[src/rtl/Falco_pkg.sv]
// ============================================================================
// Falco_pkg : shared core types for the integer register-read stage
// Rev 1.0
// ============================================================================
`default_nettype none

package Falco_pkg;

    localparam int XLEN    = 32;
    localparam int PRF_NUM = 64;
    localparam int PRF_W   = $clog2(PRF_NUM);
    localparam int ROB_W   = 5;
    localparam int UOP_W   = 8;
    localparam int NUM_WB  = 4;

    typedef logic [PRF_W-1:0] prf_specifier_t;
    typedef logic [XLEN-1:0]  xlen_data_t;

    typedef struct packed {
        logic           valid;
        prf_specifier_t wb_addr;
        xlen_data_t     wb_data;
    } exe_fu_wb_t;

    // Pass-through uop fields that ride alongside the resolved operands
    typedef struct packed {
        prf_specifier_t   rd;
        xlen_data_t       pc;
        logic [ROB_W-1:0] rob;
        logic [UOP_W-1:0] op;
    } rr_uop_t;

endpackage

`default_nettype wire

[src/rtl/rr_bypass_mux.sv]
// ============================================================================
// rr_bypass_mux : resolves one source operand from PRF data and four wb buses
// Rev 1.0
// ============================================================================
`default_nettype none

module rr_bypass_mux
    import Falco_pkg::*;
(
    input  prf_specifier_t src,
    input  xlen_data_t     prf_data,
    input  exe_fu_wb_t     alu_csr_bc_wb,
    input  exe_fu_wb_t     alu1_wb,
    input  exe_fu_wb_t     muldiv_wb,
    input  exe_fu_wb_t     mem_wb,
    output xlen_data_t     value
);

    exe_fu_wb_t w_bus [NUM_WB];

    assign w_bus[0] = alu_csr_bc_wb;
    assign w_bus[1] = alu1_wb;
    assign w_bus[2] = muldiv_wb;
    assign w_bus[3] = mem_wb;

    // Walk from lowest to highest priority so the earliest matching bus wins
    always_comb begin
        value = prf_data;
        for (int i = NUM_WB - 1; i >= 0; i--) begin
            if (w_bus[i].valid && (w_bus[i].wb_addr == src)) begin
                value = w_bus[i].wb_data;
            end
        end
        if (src == '0) begin
            value = '0;
        end
    end

endmodule

`default_nettype wire

[src/rtl/int_register_read_stage.sv]
// ============================================================================
// int_register_read_stage : INT lane register read with wb bypass and a
// single-entry pipeline register toward execute.  Rev 1.0
// ============================================================================
`default_nettype none

module int_register_read_stage
    import Falco_pkg::*;
(
    input  logic             clk,
    input  logic             rst,
    input  logic             flush,
    input  logic             in_valid,
    output logic             in_ready,
    input  prf_specifier_t   in_rs1,
    input  prf_specifier_t   in_rs2,
    input  prf_specifier_t   in_rd,
    input  logic             in_use_imm,
    input  xlen_data_t       in_imm,
    input  xlen_data_t       in_pc,
    input  logic [ROB_W-1:0] in_rob,
    input  logic [UOP_W-1:0] in_op,
    output prf_specifier_t   prf_rs1_addr,
    output prf_specifier_t   prf_rs2_addr,
    input  xlen_data_t       prf_rs1_data,
    input  xlen_data_t       prf_rs2_data,
    input  exe_fu_wb_t       alu_csr_bc_wb,
    input  exe_fu_wb_t       alu1_wb,
    input  exe_fu_wb_t       muldiv_wb,
    input  exe_fu_wb_t       mem_wb,
    output logic             out_valid,
    input  logic             out_ready,
    output xlen_data_t       out_op1,
    output xlen_data_t       out_op2,
    output xlen_data_t       out_rs2_val,
    output prf_specifier_t   out_rd,
    output xlen_data_t       out_pc,
    output logic [ROB_W-1:0] out_rob,
    output logic [UOP_W-1:0] out_op,
    output logic [31:0]      stall_cnt
);

    xlen_data_t w_rs1_val;
    xlen_data_t w_rs2_val;
    logic       w_capture;
    rr_uop_t    r_uop;

    assign prf_rs1_addr = in_rs1;
    assign prf_rs2_addr = in_rs2;

    rr_bypass_mux u_rs1_bypass (
        .src           (in_rs1),
        .prf_data      (prf_rs1_data),
        .alu_csr_bc_wb (alu_csr_bc_wb),
        .alu1_wb       (alu1_wb),
        .muldiv_wb     (muldiv_wb),
        .mem_wb        (mem_wb),
        .value         (w_rs1_val)
    );

    rr_bypass_mux u_rs2_bypass (
        .src           (in_rs2),
        .prf_data      (prf_rs2_data),
        .alu_csr_bc_wb (alu_csr_bc_wb),
        .alu1_wb       (alu1_wb),
        .muldiv_wb     (muldiv_wb),
        .mem_wb        (mem_wb),
        .value         (w_rs2_val)
    );

    assign in_ready  = !out_valid || out_ready;
    assign w_capture = in_valid && in_ready && !flush;

    always_ff @(posedge clk or posedge rst) begin
        if (rst) begin
            out_valid   <= 1'b0;
            out_op1     <= '0;
            out_op2     <= '0;
            out_rs2_val <= '0;
            r_uop       <= '0;
            stall_cnt   <= '0;
        end else begin
            if (out_valid && !out_ready && (stall_cnt != '1)) begin
                stall_cnt <= stall_cnt + 32'd1;
            end

            // Flush beats both a new capture and a drain
            if (flush) begin
                out_valid <= 1'b0;
            end else if (w_capture) begin
                out_valid   <= 1'b1;
                out_op1     <= w_rs1_val;
                out_op2     <= in_use_imm ? in_imm : w_rs2_val;
                out_rs2_val <= w_rs2_val;
                r_uop       <= '{rd: in_rd, pc: in_pc, rob: in_rob, op: in_op};
            end else if (out_ready) begin
                out_valid <= 1'b0;
            end
        end
    end

    assign out_rd  = r_uop.rd;
    assign out_pc  = r_uop.pc;
    assign out_rob = r_uop.rob;
    assign out_op  = r_uop.op;

endmodule

`default_nettype wire

[config.mk]
export PLATFORM = sky130hd
export DESIGN_NAME = int_register_read_stage
export DESIGN_NICKNAME = d
export VERILOG_FILES = /design/src/rtl/Falco_pkg.sv /design/src/rtl/rr_bypass_mux.sv /design/src/rtl/int_register_read_stage.sv
export SDC_FILE = /design/constraint.sdc
export NUM_CORES = 1
export LEC_CHECK = 0
export BUFFER_PORTS_ARGS = -buffer_cell sky130_fd_sc_hd__buf_2
export CORE_MARGIN = 4
export CORE_UTILIZATION = 30
export DETAILED_ROUTE_END_ITERATION = 10
export GPL_TIMING_DRIVEN = 0
export HOLD_SLACK_MARGIN = 0.06
export PLACE_DENSITY = 0.61
export SYNTH_ARGS = -nofsm -noshare
export SYNTH_HDL_FRONTEND = slang
export SYNTH_SLANG_ARGS = --single-unit
[constraint.sdc]
create_clock -name clk -period 5.7 [get_ports clk]
set_input_delay 0.285 -clock clk [delete_from_list [all_inputs] [get_ports clk]]
set_output_delay 0.285 -clock clk [all_outputs]
set_load 0.005 [all_outputs]
==> reports/results.tsv <==
metric	value	unit
maxCapViolCount	0	
rsz0062_at_grt	false	
grt_pass1_wl	90.5	mm
setup.worst_path.start_class	input pin	
fin_nets	2258	
synthCells	1361	
synth_top_family_by_area	compound AO/OA/AOI/OAI gates	
leakage	7.73	nW
synth-simple-area-share	0.218	
cts_buffers	17	
ys_warn_count	0	
reg2reg_slack	2.78	ns
fin_util	0.416	
routed-via-count	14200	
die_y	207	um
cts_tree	done	
grt_pass1_vias	14200	
gp_congestion	0.957	
detailedPlace.worstSlack	2.78	ns
syn_area_per_cell	8.69	um^2
hold_violations	0	
syn-num-nets	1683	
ys_ff_latch	180	
clockRootBuffer	clkbuf_16	
p_per_area	241	nW/um^2
muxShareOfSynthArea	0.000952	
critPathRequiredTime	6.10	ns
synth_area	11800	um^2
worst_ir_drop_vdd	0.000184	V
dieArea	42700	um^2
synth_xor_area_frac	0.0570	
worstHoldPathType	in -> reg	
fp-row-count	72	
min_period	2.98	ns
synth_cell_types	52	
antenna_found_initial	14	
finalPower	0.00389	W
timing.fmax	336	MHz
drt_iter0_drc	1337	
setup_tns	0	ns
clkTransAtPathRegs	0.08	ns
postRouteAntennaNets	0	
ctsLongestPathBuffers	2	
drtPass1Iterations	5	
core	38800	um^2
slew_headroom	0.0461	
crit_chain	dlygate4sd3_1 > buf_2 > nand2b_1 > nor2_1 > clkbuf_1 > clkbuf_1 > nand3_1 > o311ai_0 > a221o_1	
path_common_cell	clkbuf_1	
drt-total-wl	63.2	mm
path_buf_inv	4	
cp_top_family	buffers and inverters	
critPathCaptureType	register	
drc	0	
clk_latency	0.46	ns
slew_viol_final	0	
wl_per_cell	25.5	um
synth_edf_count	0	
h-tree-depth	4	
synth_flop_cell	dfrtp_1	
finalWorstSetupSlack	2.72	ns
synth_compound_area_frac	0.267	
syn_to_final_growth	36.5	%
period_share	0.523	
grt_usage	0.282	
ios	514	
final_cell_mix	537 x buf_2, 265 x nand2_1, 180 x dfrtp_1	
clkSinkCount	180	
seq_area_frac_synth	0.381	
place_hpwl	48.3	mm
grt_max_degree	101	
die_width	207	um
holdWs	0.0966	ns
cp_max_fo	10	
final_common_cell	buf_2	
finalSetupViolations	0	
crit_type	in -> reg	
via_per_inst	5.73	
tightest_slew	1.42	ns
skew	0.00793	ns
worstPathArrival	3.38	ns
overflow	0	
filler_cell_count	3934	
critPathMaxStageDelay	0.70	ns
layout-drive-gt1-share	0.329	
portBuffers	501	
synthAdderAreaFrac	0.00106	
initial_utilization	0.305	
async_flop_share	1.00	
crit_slowest_cell	clkbuf_1	
outcome	complete, no violations	
-- worst paths after layout --
check	start	to	cells after the start
worst min-delay path	alu1_wb[28]	out_op2[28]	2
worst min register to register	out_pc[25]	out_pc[25]	2
worst max register to register	out_valid	out_op2[11]	7
min in group asynchronous	rst	out_op[5]	3
worst max-delay path	flush	out_op2[11]	9
max in group asynchronous	rst	out_op1[31]	4
-- synthesized netlist by cell type (all sizes together), types with 2 or more instances --
cell    number  area, um^2
nand3b      32         240
nor2        14        55.1
nand3       80         405
dfrtp      180        4500
o21ai       65         325
or4          2        18.8
nor4        12         111
o311ai      64         568
nand2      265         995
a311oi      31         453
nand2b       2        12.5
xor2        42         368
a221o       64         641
and3        34         213
a221oi      32         280
clkbuf      81         305
a21oi       65         325
nor3b        3        22.5
a22o        32         280
and2         2        12.5
xnor2       35         307
and4        11        96.3
a21boi      32         240
nand4       10        62.6
inv         38         143
buf         71         450
nor3        50         278
-- kinds of logic after synthesis --
logic type / Yosys count
and+or+nand+nor: 523
adders and majority gates: 1
xor gates and xnor gates: 77
muxes: 1
AOI/OAI and AO/OA: 389
buffers and inverters: 190
DFF: 180
-- report_power, final --
group / internal [W] / switching, W / leakage [nW]
combinational: 0.000479 / 0.000600 / 5.17
clock: 0.000615 / 0.000610 / 0.271
sequential: 0.00145 / 0.000134 / 2.28
-- sequential cells by signal, indices dropped and copies added (netlist names) --
signal       flops
out_rob          5
stall_cnt       32
out_op1         32
out_valid        1
out_rs2_val     32
out_op2         32
out_rd           6
out_op           8
out_pc          32
-- final cells by class --
class	instances	area [um^2]	share of cell area
timing repair buffer	556	3080	0.190
inverter	38	150	0.00930
multi-input combinational	991	6430	0.398
antenna	8	20.0	0.00124
clock inverter	15	145	0.00899
buffer	152	756	0.0468
tap	518	648	0.0401
clock buffer	17	425	0.0263
sequential	180	4500	0.279
-- what timing repair did --
| item | CTS | global route |
|---|---|---|
| endpoints found under the setup margin | 0 | 0 |
| gates resized for setup | 0 | 0 |
| endpoints found under the hold margin | 132 | 0 |
| hold buffers | 54 | 0 |
| setup buffers | 0 | 0 |
-- layer usage --
metal / vias up / track usage / part of all wire
li1: 6201 / - / -
met1: 6890 / 0.351 / 0.39
met2: 914 / 0.460 / 0.47
met3: 159 / 0.0787 / 0.10
met4: 12 / 0.119 / 0.038
met5: - / 0 / 0.0012
-- per-stage QoR --
step / instances / area [um^2]
2_1_floorplan: 1361 / 11800
4_1_cts: 2467 / 16100
5_1_grt: 2471 / 16100
6_report: 2475 / 16200
3_5_place_dp: 2381 / 15000
3_3_place_gp: 2380 / 15000
No activity file was read; power rests on OpenSTA's default activity.
